[config.mk]
export PLATFORM = sky130hd
export DESIGN_NAME = desel_scan_ctrl
export DESIGN_NICKNAME = d
export VERILOG_FILES = /design/src/rtl/desel_scan_ctrl.sv
export SDC_FILE = /design/constraint.sdc
export NUM_CORES = 1
export LEC_CHECK = 0
export CAP_MARGIN = 20
export CORE_MARGIN = 4
export CORE_UTILIZATION = 57
export DETAILED_ROUTE_END_ITERATION = 7
export PLACE_DENSITY = 0.81
export SETUP_SLACK_MARGIN = 0.4
export SYNTH_ARGS = -nofsm -noshare
export SYNTH_HDL_FRONTEND = slang
export SYNTH_SLANG_ARGS = --single-unit
[constraint.sdc]
create_clock -name iClk -period 4.2 [get_ports iClk]
set_input_delay 0.63 -clock iClk [delete_from_list [all_inputs] [get_ports iClk]]
set_output_delay 0.63 -clock iClk [all_outputs]
set_load 0.005 [all_outputs]
[src/rtl/desel_scan_ctrl.sv]
// Scan controller for a 1-to-4 demux: latches a 4-bit word and presents it channel by channel.
// Build option DESEL_AUTO_RELOAD_EN: rescan the held word whenever DONE exits without a new load.
module desel_scan_ctrl #(
   parameter int unsigned DWELL = 4
) (
   input  logic       iClk,
   input  logic       iRst_n,
   input  logic       iLoad,
   input  logic [3:0] iData,
   output logic       oReady,
   output logic       oBusy,
   output logic       oC,
   output logic       oS1,
   output logic       oS0,
   output logic       oDone
);

   // A dwell of 0 behaves as a dwell of 1.
   localparam int unsigned DwellEff  = (DWELL == 0) ? 1 : DWELL;
   localparam logic [7:0]  DwellLast = 8'(DwellEff - 1);

   typedef enum logic [1:0] {StIdle, StScan, StDone} state_e;

   state_e     state_q;
   logic [3:0] word_q;
   logic [1:0] ch_q;
   logic [7:0] cnt_q;
   logic       ready_q;
   logic       busy_q;
   logic       c_q;
   logic [1:0] sel_q;
   logic       done_q;

   logic       start_scan;
   logic [3:0] start_word;
   logic [1:0] ch_next;
   logic       dwell_end;

   always_comb begin
      start_scan = 1'b0;
      start_word = word_q;
      ch_next    = ch_q + 2'd1;
      dwell_end  = (cnt_q == DwellLast);
      // ready_q is high exactly in IDLE and DONE, so it doubles as the load-accept window
      if (ready_q && iLoad) begin
         start_scan = 1'b1;
         start_word = iData;
      end
`ifdef DESEL_AUTO_RELOAD_EN
      else if (state_q == StDone) begin
         start_scan = 1'b1;
      end
`endif
   end

   always_ff @(posedge iClk or negedge iRst_n) begin
      if (!iRst_n) begin
         state_q <= StIdle;
         word_q  <= '0;
         ch_q    <= '0;
         cnt_q   <= '0;
         ready_q <= 1'b1;
         busy_q  <= 1'b0;
         c_q     <= 1'b0;
         sel_q   <= '0;
         done_q  <= 1'b0;
      end else begin
         done_q <= 1'b0;
         if (start_scan) begin
            state_q <= StScan;
            word_q  <= start_word;
            ch_q    <= '0;
            cnt_q   <= '0;
            ready_q <= 1'b0;
            busy_q  <= 1'b1;
            c_q     <= start_word[0];
            sel_q   <= 2'd0;
         end else begin
            unique case (state_q)
               StIdle: ;
               StScan: begin
                  if (!dwell_end) begin
                     cnt_q <= cnt_q + 8'd1;
                  end else if (ch_q != 2'd3) begin
                     // data and select move together so the demux never sees a mismatch
                     cnt_q <= '0;
                     ch_q  <= ch_next;
                     c_q   <= word_q[ch_next];
                     sel_q <= ch_next;
                  end else begin
                     cnt_q   <= '0;
                     state_q <= StDone;
                     ready_q <= 1'b1;
                     busy_q  <= 1'b0;
                     c_q     <= 1'b0;
                     sel_q   <= '0;
                     done_q  <= 1'b1;
                  end
               end
               StDone: state_q <= StIdle;
               default: begin
                  state_q <= StIdle;
                  ready_q <= 1'b1;
                  busy_q  <= 1'b0;
                  c_q     <= 1'b0;
                  sel_q   <= '0;
               end
            endcase
         end
      end
   end

   assign oReady = ready_q;
   assign oBusy  = busy_q;
   assign oC     = c_q;
   assign oS1    = sel_q[1];
   assign oS0    = sel_q[0];
   assign oDone  = done_q;

endmodule

==> flow_summary.ini <==
[placement]
gp_congestion = 0.819
place.detailed.hpwl_mm = 1.51
io_buffer_count = 12

[final_layout]
area_delta_synth_final_pct = 15.5
num_antenna_cells = 0
utilization_pct = 70.4
nets = 129
final_layout_size_suffix_gt1_share_pct = 6.72

[detailed_routing]
wl_met2_microns = 922
vias = 821
wl_mm = 2.09
wl_met3_microns = 120
via_per_inst = 5.70
dr.max_layer_used = met4
drc = 0
wire_per_inst_microns = 14.5
dr.pass1.iters = 4
wl_met1_mm = 1.01
drtIter0Drc = 13
ant_nets = 0

[setup_path]
cp.arrival_ns = 2.64
worst_ep_required_time_ns = 4.43
cp-start-kind = input port
crit_fanout = 17
cp-end-kind = flip-flop
worstSetupPathType = in -> reg

[grt]
grt_pass1_wl_mm = 3.77
first_global_vias = 804
grt_max_degree = 23
grt_use_total_pct = 19.4
grt-ovfl-total = 0
antenna_found_initial = 0

[timing]
period_share_pct = 57.4
tightest_slew_ns = 1.03
slew-limit-headroom_pct = 31.3
hold_viol = 0
period_needed_ns = 2.41
setup_viol = 0
grt_setup_unrepaired = no
tns_ns = 0
drv_slew = 0
fin_skew_ns = 0.00607
max_freq_ghz = 0.415

[cts]
clock_latency_ns = 0.30
clock-root-buffer = clkbuf_4
cts_max_path_buffers = 2
hold_buffers = 0
clk_pin_slew_worst_paths_ns = 0.12
clock_sinks = 22
ctsResizeCount = 0
cts_setup_buffers = 0
cts_tree = built
numCtsBuffers = 3
htree_levels = 1

[floorplan]
rows = 15
dieArea_sq_mm = 0.00264
start_util_pct = 60.9
pin_count = 13
die_x_microns = 51.4
core_sq_mm = 0.00176
dieHeight_microns = 51.4

[pwr]
peakVddDrop_mv = 0.283
clkPwrFrac_pct = 30.4
power_density_mw_per_mm2 = 256
p_switching_uw = 64.4
p_leak_nw = 0.556
combPwrFrac_pct = 3.0
p_int_uw = 254
netSwitchingFraction_pct = 20.2
seq_power_share_pct = 66.6
power_uw = 318

[synthesis]
yosysTopAreaCell = dfrtp_1
yosysUniqueCellTypes = 33
netlist_area_sq_mm = 0.00107
seq_area_frac_synth_pct = 51.3
synth_edf_count = 0
yosysWarnings = 0
synth-xor-area-share_pct = 1.63
synth-seq-cells = 22
async_flop_share_pct = 100
synth_area_leaders = dfrtp_1, nand2_1, nor2_1
synth_top_family_by_area = simple AND/OR/NAND/NOR gates
synthCells = 105
syn_avg_cell_area_sq_um = 10.2
synth_flop_cell = dfrtp_1
synth_nets = 114
synthMuxAreaShare_pct = 5.01
yosys.area_share.simple_pct = 25.5
yosysMostFrequentCell = nand2_1
ys_top_cells_by_count = nand2_1, dfrtp_1, nor2_1, nand3_1
synth_top_area_share_pct = 48.9
synth_fa_ha_area_share_pct = 2.33
synth_compound_area_share_pct = 13.2

[run]
max_cap_violations = 0

[run_status]
run_status = finished, final reports clean

[hold_path]
min_path_type = reg -> reg
==> cells in the final DEF, fill, tap and decap left out, drive strengths merged <==
cell type       n
or3b            1
nor2           11
nand2b          2
nand2          22
nand4b          1
o21ai           2
xor2            1
nor3b           2
clkbuf          4
and3            2
a311oi          1
dfstp           1
a21o            4
mux2            1
nand4           1
nand3b          1
a2bb2oi         1
a21oi           2
and4            1
o31ai           1
clkdlybuf4s50  12
nand3           6
or3             1
and2            1
a22o            4
xnor2           1
nor2b           1
mux2i           2
mux4            1
ha              2
dfrtp          21
a31oi           4
nor4            1
==> power groups by stage <==
stage	Clock, mW	Combinational, mW	Sequential [mW]
2_1_floorplan	0	0.0000821	0.216
3_3_place_gp	0	0.00979	0.216
3_5_place_dp	0	0.00989	0.216
4_1_cts	0.0983	0.00987	0.212
5_1_grt	0.110	0.0109	0.212
6_report	0.0969	0.00952	0.212
==> registers in the layout (all words and copies together) (netlist names) <==
| signal | cells |
|---|---|
| oC | 1 |
| ch_q | 2 |
| cnt_q | 8 |
| word_q | 4 |
| oBusy | 1 |
| oReady | 1 |
| oDone | 1 |
| state_q | 2 |
| sel_q | 2 |
==> per-layer routing <==
layer / GRT usage, % / vias to the layer above
met5: 0 / -
met4: 6.99 / 0
met3: 6.41 / 4
met2: 27.1 / 21
met1: 27.8 / 388
li1: - / 408
==> through the flow <==
stage               hold slack [ns]  instances  area, sq um  setup slack, ns
global route                  0.525        144         1240             1.49
CTS                           0.490        144         1240             1.81
floorplan                     0.334        105         1070             2.55
global placement              0.452        140         1210             1.59
detailed placement            0.463        140         1210             1.48
finish                        0.483        144         1240             1.79
==> logic make-up after synthesis <==
logic type | count (synthesis)
and+or+nand+nor | 54
DFF | 22
AOI/OAI and AO/OA | 19
muxes | 4
xor gates and xnor gates | 2
buffers and inverters | 2
adders and majority gates | 2
==> area by class of cell <==
type                    instances  area (sq um)
clock buffers                   4          26.3
multi-input cells              81           512
repair buffers                 12           120
well taps                      25          31.3
flip-flops and latches         22           552
fillers                       139           523
==> critical path, stage by stage <==
cell	delay (ns)
clkdlybuf4s50_1	0.43
and2_1	0.29
a311oi_2	0.88
o21ai_0	0.20
a31oi_1	0.21
==> final timing paths <==
check | start | endpoint | slack (ns) | depth (start not counted)
max in group asynchronous | iRst_n | word_q[1] | 2.80 | 1
setup reg to reg | cnt_q[0] | cnt_q[5] | 2.08 | 4
hold reg to reg | word_q[0] | word_q[0] | 0.48 | 2
min in group asynchronous | iRst_n | word_q[3] | 0.83 | 1
setup / recovery | iLoad | cnt_q[5] | 1.79 | 5
hold / removal | word_q[0] | word_q[0] | 0.48 | 2
Power figures use the tool's default switching activity.
